<file path="src/rtl/lifo_pkg.sv">
// Shared types and helpers for the LIFO read-side streaming logic.
//
// Contents:
//   LIFO_DWIDTH / LIFO_AWIDTH_EXP : widths of the LIFO this logic is built against
//   lifo_rd_state_t               : drain FSM states
//   lifo_entry_t                  : skid buffer entry {data, last}
//   lifo_occupancy()              : true word count from the LIFO's full/usedw flags
package lifo_pkg;

  localparam int unsigned LIFO_DWIDTH     = 8;
  localparam int unsigned LIFO_AWIDTH_EXP = 3;

  typedef enum logic [1:0] {
    IDLE  = 2'd0,
    DRAIN = 2'd1,
    FLUSH = 2'd2
  } lifo_rd_state_t;

  typedef struct packed {
    logic [LIFO_DWIDTH-1:0] data;
    logic                   last;
  } lifo_entry_t;

  // usedw wraps to zero when the LIFO is full, so full supplies the missing MSB.
  function automatic logic [LIFO_AWIDTH_EXP:0] lifo_occupancy(
    input logic                       full,
    input logic [LIFO_AWIDTH_EXP-1:0] usedw
  );
    return full ? {1'b1, {LIFO_AWIDTH_EXP{1'b0}}} : {1'b0, usedw};
  endfunction

endpackage

</file>
<file path="src/rtl/stream_skid2.sv">
// Two-entry FIFO with registered outputs, used as a skid buffer on a valid/ready stream.
//
// The writer has no ready signal: it must track count_o and never present a word when the
// buffer is full and not draining that cycle.
//
// Ports:
//   clk_i       : clock
//   arst_i      : asynchronous reset, active-high
//   in_valid_i  : write in_data_i this cycle
//   in_data_i   : payload to store
//   out_valid_o : head entry is valid
//   out_data_o  : head entry payload (registered)
//   out_ready_i : consumer accepts the head entry
//   count_o     : number of stored entries (0..2)
module stream_skid2 #(
  parameter int unsigned WIDTH = 9
) (
  input  logic             clk_i,
  input  logic             arst_i,
  input  logic             in_valid_i,
  input  logic [WIDTH-1:0] in_data_i,
  output logic             out_valid_o,
  output logic [WIDTH-1:0] out_data_o,
  input  logic             out_ready_i,
  output logic [1:0]       count_o
);

  logic [WIDTH-1:0] head_q;
  logic [WIDTH-1:0] tail_q;
  logic [1:0]       cnt_q;
  logic             pop;

  assign pop = out_ready_i && (cnt_q != 2'd0);

  always_ff @(posedge clk_i or posedge arst_i) begin
    if (arst_i) begin
      head_q <= '0;
      tail_q <= '0;
      cnt_q  <= 2'd0;
    end else begin
      unique case (cnt_q)
        2'd0: begin
          if (in_valid_i) begin
            head_q <= in_data_i;
            cnt_q  <= 2'd1;
          end
        end
        2'd1: begin
          if (pop && in_valid_i) begin
            head_q <= in_data_i;
          end else if (pop) begin
            cnt_q <= 2'd0;
          end else if (in_valid_i) begin
            tail_q <= in_data_i;
            cnt_q  <= 2'd2;
          end
        end
        2'd2: begin
          if (pop) begin
            head_q <= tail_q;
            if (in_valid_i) begin
              tail_q <= in_data_i;
            end else begin
              cnt_q <= 2'd1;
            end
          end
        end
        default: cnt_q <= 2'd0;
      endcase
    end
  end

  assign out_valid_o = (cnt_q != 2'd0);
  assign out_data_o  = head_q;
  assign count_o     = cnt_q;

endmodule

</file>
<file path="src/rtl/lifo_rd_stream.sv">
// Drains a LIFO as one framed valid/ready stream, newest word first.
//
// A start pulse snapshots the LIFO occupancy; exactly that many words are popped and streamed,
// the final one tagged with last_o. A 2-entry skid buffer absorbs the LIFO's 1-cycle read
// latency so popping can run at one word per cycle without losing data under backpressure.
// DWIDTH and AWIDTH_EXP must equal lifo_pkg::LIFO_DWIDTH / LIFO_AWIDTH_EXP.
//
// Optional feature: define LIFO_RD_STREAM_STATS_EN to add frames_done_o and wr_collisions_o,
// saturating 16-bit counters of completed frames and write-suppressed pop cycles.
//
// Ports:
//   clk_i, arst_i               : clock, asynchronous active-high reset
//   lifo_q_i                    : LIFO read data, valid the cycle after lifo_rdreq_o
//   lifo_empty_i, lifo_full_i   : LIFO flags
//   lifo_usedw_i                : LIFO used words (wraps to 0 when full)
//   lifo_wrreq_i                : upstream write to the same LIFO; blocks a pop that cycle
//   lifo_rdreq_o                : pop request to the LIFO
//   start_i                     : pulse to drain the current contents as one frame
//   busy_o                      : frame in progress
//   frame_len_o                 : length of the most recently accepted frame
//   data_o, valid_o, ready_i, last_o : output stream
module lifo_rd_stream
  import lifo_pkg::*;
#(
  parameter int unsigned DWIDTH     = LIFO_DWIDTH,
  parameter int unsigned AWIDTH_EXP = LIFO_AWIDTH_EXP
) (
  input  logic                  clk_i,
  input  logic                  arst_i,
  input  logic [DWIDTH-1:0]     lifo_q_i,
  input  logic                  lifo_empty_i,
  input  logic                  lifo_full_i,
  input  logic [AWIDTH_EXP-1:0] lifo_usedw_i,
  input  logic                  lifo_wrreq_i,
  output logic                  lifo_rdreq_o,
  input  logic                  start_i,
  output logic                  busy_o,
  output logic [AWIDTH_EXP:0]   frame_len_o,
  output logic [DWIDTH-1:0]     data_o,
  output logic                  valid_o,
  input  logic                  ready_i,
  output logic                  last_o
`ifdef LIFO_RD_STREAM_STATS_EN
  ,
  output logic [15:0]           frames_done_o,
  output logic [15:0]           wr_collisions_o
`endif
);

  localparam int unsigned CW = AWIDTH_EXP + 1;

  lifo_rd_state_t state_q;
  logic [CW-1:0]  req_left_q;
  logic [CW-1:0]  frame_len_q;
  logic           inflight_q;
  logic           is_last_q;

  logic [CW-1:0]  cnt;
  logic [1:0]     buf_cnt;
  logic           buf_valid;
  logic           xfer;
  logic           pop_ok;
  logic           pop;
  logic [2:0]     credit_used;
  lifo_entry_t    cap_entry;
  lifo_entry_t    head;

  assign cnt  = lifo_occupancy(lifo_full_i, lifo_usedw_i);
  assign xfer = buf_valid && ready_i;

  // Slots committed after this edge: stored words plus the word in flight, minus the word
  // leaving downstream now. Crediting the departing word keeps one pop per cycle sustainable.
  assign credit_used = {1'b0, buf_cnt} + {2'b00, inflight_q} - {2'b00, xfer};

  assign pop_ok = (state_q == DRAIN) && (req_left_q != '0) && !lifo_empty_i &&
                  (credit_used < 3'd2);
  // The LIFO ignores a simultaneous read and write, so the pop waits for a free cycle.
  assign pop    = pop_ok && !lifo_wrreq_i;

  assign lifo_rdreq_o = pop;

  always_ff @(posedge clk_i or posedge arst_i) begin
    if (arst_i) begin
      state_q     <= IDLE;
      req_left_q  <= '0;
      frame_len_q <= '0;
      inflight_q  <= 1'b0;
      is_last_q   <= 1'b0;
    end else begin
      inflight_q <= pop;
      if (pop) begin
        is_last_q <= (req_left_q == CW'(1));
      end
      unique case (state_q)
        IDLE: begin
          if (start_i && (cnt != '0)) begin
            frame_len_q <= cnt;
            req_left_q  <= cnt;
            state_q     <= DRAIN;
          end
        end
        DRAIN: begin
          if (pop) begin
            req_left_q <= req_left_q - CW'(1);
            if (req_left_q == CW'(1)) begin
              state_q <= FLUSH;
            end
          end
        end
        FLUSH: begin
          // Leave as the tagged word is accepted so busy_o drops right after it.
          if ((xfer && head.last) || (!inflight_q && (buf_cnt == 2'd0))) begin
            state_q <= IDLE;
          end
        end
        default: state_q <= IDLE;
      endcase
    end
  end

  assign cap_entry = '{data: lifo_q_i, last: is_last_q};

  stream_skid2 #(
    .WIDTH($bits(lifo_entry_t))
  ) u_skid (
    .clk_i      (clk_i),
    .arst_i     (arst_i),
    .in_valid_i (inflight_q),
    .in_data_i  (cap_entry),
    .out_valid_o(buf_valid),
    .out_data_o (head),
    .out_ready_i(ready_i),
    .count_o    (buf_cnt)
  );

  assign busy_o      = (state_q != IDLE);
  assign frame_len_o = frame_len_q;
  assign data_o      = head.data;
  assign valid_o     = buf_valid;
  // The head register keeps its old tag after draining, so qualify it.
  assign last_o      = buf_valid && head.last;

`ifdef LIFO_RD_STREAM_STATS_EN
  logic [15:0] frames_done_q;
  logic [15:0] wr_coll_q;

  always_ff @(posedge clk_i or posedge arst_i) begin
    if (arst_i) begin
      frames_done_q <= '0;
      wr_coll_q     <= '0;
    end else begin
      if (xfer && head.last && (frames_done_q != 16'hFFFF)) begin
        frames_done_q <= frames_done_q + 16'd1;
      end
      if (pop_ok && lifo_wrreq_i && (wr_coll_q != 16'hFFFF)) begin
        wr_coll_q <= wr_coll_q + 16'd1;
      end
    end
  end

  assign frames_done_o   = frames_done_q;
  assign wr_collisions_o = wr_coll_q;
`endif

endmodule

</file>
<file path="config.mk">
export PLATFORM = sky130hd
export DESIGN_NAME = lifo_rd_stream
export DESIGN_NICKNAME = d
export VERILOG_FILES = /design/src/rtl/lifo_pkg.sv /design/src/rtl/stream_skid2.sv /design/src/rtl/lifo_rd_stream.sv
export SDC_FILE = /design/constraint.sdc
export NUM_CORES = 1
export LEC_CHECK = 0
export BUFFER_PORTS_ARGS = -buffer_cell sky130_fd_sc_hd__buf_4
export CORE_MARGIN = 3
export CORE_UTILIZATION = 40
export CTS_BUF_LIST = sky130_fd_sc_hd__clkbuf_16
export DETAILED_ROUTE_END_ITERATION = 6
export SLEW_MARGIN = 20
export SYNTH_ARGS = -nofsm -noshare
export SYNTH_HDL_FRONTEND = slang
export SYNTH_HIERARCHICAL = 1
export SYNTH_SLANG_ARGS = --single-unit
</file>
<file path="constraint.sdc">
create_clock -name clk_i -period 4.5 [get_ports clk_i]
set_clock_uncertainty 0.15 [all_clocks]
set_input_delay 0.45 -clock clk_i [delete_from_list [all_inputs] [get_ports clk_i]]
set_output_delay 0.45 -clock clk_i [all_outputs]
set_load 0.02 [all_outputs]
</file>
==> Word level (Yosys, flattened, before mapping) <==
Index checks and enable logic that the tools add are counted.
{ "word_totals": {"mem_bits_rw": 0, "reg_bits": 32, "output_inout_bits": 16, "in_bits": 18, "mem_count": 0, "latch_bits": 0, "word_cells": 82, "romBits": 0} }
{ "classes": {"reduce_logical": 29, "n_mul": 0, "bitwise": 0, "div": 0, "shift": 0, "muxes": 25, "n_lt_le_gt_ge": 1, "addsub": 3, "eq_ne": 16} }
{ "ops": {"columns": ["cell", "n"], "rows": [
  ["2-to-1 mux 9 bit", 7],
  ["case mux 9 bit (3 select lines)", 1],
  ["2-to-1 mux 2 bit", 10],
  ["case mux 9 bit (2 select lines)", 1],
  ["inequality test 2 bit, second input constant", 7],
  ["2-to-1 mux 4 bit", 3],
  ["case mux 2 bit (3 select lines)", 2],
  ["AND reduction 4 bit", 3],
  ["logical AND 1 bit", 10],
  ["case mux 4 bit (2 select lines)", 1],
  ["nonzero test 2 bit", 4],
  ["nonzero test 4 bit", 2],
  ["inequality test 2 x 1 -> 1 bit, second input constant", 3],
  ["AND reduction 5 bit", 1],
  ["equality test 2 x 1 -> 1 bit, second input constant", 2],
  ["equality test 2 bit, second input constant", 2],
  ["equality test 4 x 1 -> 1 bit, second input constant", 1],
  ["logical NOT 2 bit", 2],
  ["subtractor 4 x 1 -> 4 bit, second input constant", 1],
  ["adder 2 x 1 -> 3 bit", 1],
  ["logical NOT 1 bit", 3],
  ["less-than comparator 3 x 2 -> 1 bit, second input constant", 1],
  ["inequality test 3 x 2 -> 1 bit, second input constant", 1],
  ["AND reduction 3 bit", 1],
  ["4 further kinds", 4]
]} }

==> Longest topological paths before layout <==
{ "depth": {"ltp_word": 8, "ltp_mapped": 9, "ltp_nobuf": 9} }

==> By module <==
The synthesis kept the hierarchy.
{ "modules_own_cells": {"columns": ["module", "cells_each", "n_inst", "seq_area_each_um2", "area_per_inst_um2"], "rows": [
  ["stream_skid2", 63, 1, 500.5, 979.7],
  ["lifo_rd_stream", 74, 1, 300.3, 788.3]
]} }

==> Worst setup path after synthesis <==
No wires, ideal clock.
{ "synth_timing": {"path_type": "reg2out", "from": "reg u_skid.cnt_q[1], in the netlist u_skid/count_o[1]", "to": "out lifo_rdreq_o", "path_stages_with_launch": 8, "setup_slack_ps": 1227, "t_arrival_ps": 2673, "cell_sequence": "dfrtp_1 -> or2_2 -> and2_1 -> ha_1 -> nand2b_1 -> fa_1 -> or3b_4 -> nor4_4"} }
{ "synth_between": {"elab_chain_cells": 6} }
{ "synth_lines": {"columns": ["item", "line", "rtl"], "rows": [
  ["start, declared", "stream_skid2.sv:30", "logic [1:0] cnt_q;"],
  ["start signal, assigned", "stream_skid2.sv:39", "cnt_q <= 2'd0;"],
  ["start signal, assigned", "stream_skid2.sv:45", "cnt_q <= 2'd1;"],
  ["start signal, assigned", "stream_skid2.sv:52", "cnt_q <= 2'd0;"],
  ["nonzero test 2 bit", "stream_skid2.sv:73", "assign out_valid_o = (cnt_q != 2'd0);"],
  ["named net valid_o", "lifo_rd_stream.sv:40", "output logic valid_o,"],
  ["logical AND 1 bit", "lifo_rd_stream.sv:69", "assign xfer = buf_valid && ready_i;"],
  ["subtractor 3 x 1 -> 3 bit", "lifo_rd_stream.sv:73", "assign credit_used = {1'b0, buf_cnt} + {2'b00, inflight_q} - {2'b00, xfer};"],
  ["less-than comparator 3 x 2 -> 1 bit", "lifo_rd_stream.sv:76", "(credit_used < 3'd2);"],
  ["logical AND 1 bit", "lifo_rd_stream.sv:75", "assign pop_ok = (state_q == DRAIN) && (req_left_q != '0) && !lifo_empty_i &&"],
  ["logical AND 1 bit", "lifo_rd_stream.sv:78", "assign pop = pop_ok && !lifo_wrreq_i;"],
  ["end, declared", "lifo_rd_stream.sv:35", "output logic lifo_rdreq_o,"]
]} }
The timed path passes the listed nets, and every way through them passes these cells.

==> Worst setup path in the final report <==
{ "layout_timing": {"from": "reg u_skid.cnt_q[1], in the netlist u_skid/count_o[1]", "to": "out lifo_rdreq_o"} }
{ "layout_between": {"elab_chain_cells": 6} }
{ "layout_lines": {"columns": ["item", "line"], "rows": [
  ["parallel branches: the longest is 2 deep, another holds adder 2 x 1 -> 3 bit", null],
  ["subtractor 3 x 1 -> 3 bit (*)", "lifo_rd_stream.sv:73"],
  ["less-than comparator 3 x 2 -> 1 bit (*)", "lifo_rd_stream.sv:76"],
  ["logical AND 1 bit (*)", "lifo_rd_stream.sv:75"],
  ["logical AND 1 bit (*)", "lifo_rd_stream.sv:78"]
]} }
Every way passes the cells marked *.

==> metrics.txt <==
CTS tree yes; Min Clock Period, post-route about 3.7 ns; Top FF cell, synth dfrtp_1; DR WL/cell about 15 µm; final worst path period share about four fifths; Slowest-stage cell, CP dfrtp_1; GRT overflow 0; Max clock buf depth 2; Via Count roughly 1,200; number of I/O port buffers 33; hpwl dp approximately 2500 µm; Slew HR ~51%; Layout Nets ~200; Hold/Removal Path Class input port to async pin; maximum vdd drop approximately 0.27 mV; CP Max Fanout 8; height of the die roughly 72 µm; CP Launch Type flip-flop; synth top area cells dfrtp_1 45%, mux2_2 13%, mux2_4 8.5%, nor4_4 2.4%, o22ai_4 2.3%; # rows 23; Syn Inst Count 137; DR iter-0 viols 40; die area 0.005253 mm²; slew of the pin with the lowest slew margin about 0.74 ns; Starting Density 42.66%; Worst setup EP type primary output; core box area roughly 0.0041 mm²; Avg Cell Area, Syn 12.90 µm²; top cell type's share of synthesized area between 40% and 50%; Yosys reg bits 32; largest net degree at the start of global routing 21; critical path's largest stage delay 0.48 ns; # fillers around 350; clock slew at reported path FFs around 0.050 ns; pre-CTS WS around 1.1 ns; overall power about 1.5 mW; Post-CTS Setup Repair Bufs 0; Die Width ~72 µm; I/O pin cnt 34; Synth cell types 42; Post-DP Area between 0.002 and 0.0025 mm²; Final Max Tran Viols 0; first-pass GRT wire length around 5600 µm; vias in the first global route around 1,200; critical path type flip-flop to primary output; CTS resizes 0; Syn Std Cell Area between 0.0015 and 0.002 mm²; initial antenna violation count 0; TritonCTS Buffers 5; net count after synthesis 159; DRC viols 0; n_diodes 0; Cell Pwr Density ~670 mW/mm²; register area share after synthesis between 40% and 50%; Post-synth EDFFs 0; clk_lat worst skew roughly 0.27 ns; Post-CTS Hold Fix Bufs 0; P_leak roughly 1.1 nW; drt total wl 3285 µm; setup violators final 0; commonest cells after routing, fill and taps aside 33 x buf_4, 32 x dfrtp_1, 21 x mux2_2; RSZ-0062 raised after global routing false; post-route setup slack approximately 0.8 ns; H-tree level count 2; area leader, netlist dfrtp_1; routability cong. 0.8524; Initial DRT Pass Iterations 4; Design Area, Final about 0.0022 mm²; setup TNS 0 ns; Hold Fails Final Rpt 0; fraction of layout cells with a size suffix above 1 between 40% and 50%; vias per cell about 5; Levels on crit path 8; status completed; r2r worst-path depth 9; MaxCap Viol Count 0; FFs w/ async S/R, synth 100.0%; Final ANT Viol Nets 0; GRT Total Usage a little over an eighth; WP data arrival ~3.1 ns; clk sink count 32; Root Driver clkbuf_16; most common cell after layout, fill and taps aside buf_4; Worst Path Required between 3 and 4 ns; crit path buf inv count 1; Peak Freq approximately 270 MHz; synthesis-to-layout area growth 25.48%; Yosys warning count 6; Worst path top cell family by delay simple AND/OR/NAND/NOR gates; cells along the critical path or2_2, and2_1, ha_1, nand2b_1, fa_1, or3b_4, nor4_4, buf_4
[Yosys cell counts, types with 3 or more instances]
cell type and number:
or2_2 3, mux2_4 10, ha_1 3, nand2_1 3, mux2_2 21, dfrtp_1 32
inv_1 8, nor2_1 5, a21oi_1 5, nor2b_1 6
[worst register-to-register path, delay by kind of cell, from the launching register on]
family | cells | cell delay, ns
AND/OR/NAND/NOR | 5 | 1.29
AO/OA/AOI/OAI | 2 | 0.38
adder cells (fa/ha/maj) | 2 | 0.73
flip-flops | 1 | 0.48
[worst paths after layout]
check | startpoint | to | slack, ns
setup / recovery | u_skid/count_o[1] | lifo_rdreq_o | 0.81
hold / removal | arst_i | frame_len_o[1] | 0.05
setup reg to reg | u_skid/count_o[1] | req_left_q[3] | 1.35
hold reg to reg | u_skid/tail_q[0] | u_skid/tail_q[0] | 0.35
max in group asynchronous | arst_i | u_skid/out_data_o[7] | 3.57
min in group clk_i | lifo_q_i[1] | u_skid/tail_q[2] | 0.27
[per-stage QoR]
stage               instances  utilization, %  hold WS (ns)
finish                    225           53.53       0.04857
global placement          217           49.58        0.3391
global route              225           53.53       0.08457
CTS                       225           53.53       0.07430
floorplan                 137               -        0.1647
detailed placement        217           49.58        0.3473
[cell families (layout without fill, tap and decap cells)]
| group | count (synthesis) | in the layout | share of synthesized area (%) |
|---|---|---|---|
| muxes | 32 | 32 | 22.43 |
| buffers and inverters | 11 | 49 | 3.043 |
| AOI/OAI and AO/OA | 21 | 21 | 9.696 |
| xor gates and xnor gates | 1 | 1 | 0.4955 |
| and+or+nand+nor | 36 | 36 | 15.78 |
| DFF | 32 | 32 | 45.29 |
| adders and majority gates | 4 | 4 | 3.256 |
[routing by layer]
layer / vias to the layer above / part of all wire (%) / track usage (%)
li1: 572 / - / -
met4: 0 / 0.88 / 5.533
met5: - / 0 / 0
met1: 556 / 44 / 17.44
met2: 26 / 51 / 22.04
met3: 4 / 4.3 / 3.878
[sequential cells by signal, indices dropped and copies added, names as in the netlist]
name,count
inflight_q,1
frame_len_o,4
is_last_q,1
u_skid/count_o,2
state_q,2
u_skid/tail_q,9
u_skid/out_data_o,9
req_left_q,4
[cell type report]
| cell class | instances | area [µm²] | share of cell area, % |
|---|---|---|---|
| clock inverters | 3 | 38.79 | 1.748 |
| flip-flops and latches | 32 | 800.8 | 36.10 |
| multi-input cells | 94 | 913.4 | 41.17 |
| inverters | 8 | 30.03 | 1.354 |
| repair buffers | 33 | 247.7 | 11.17 |
| clock buffers | 5 | 125.1 | 5.640 |
| well taps | 50 | 62.56 | 2.820 |
[report_power, final]
part           switching, mW  leakage, nW  internal (mW)
sequential            0.0960        0.399          0.413
combinational          0.290        0.577          0.317
clock                  0.110       0.0850          0.257
total                  0.495         1.06          0.987
Note: power is estimated with default switching activity, not from simulation.
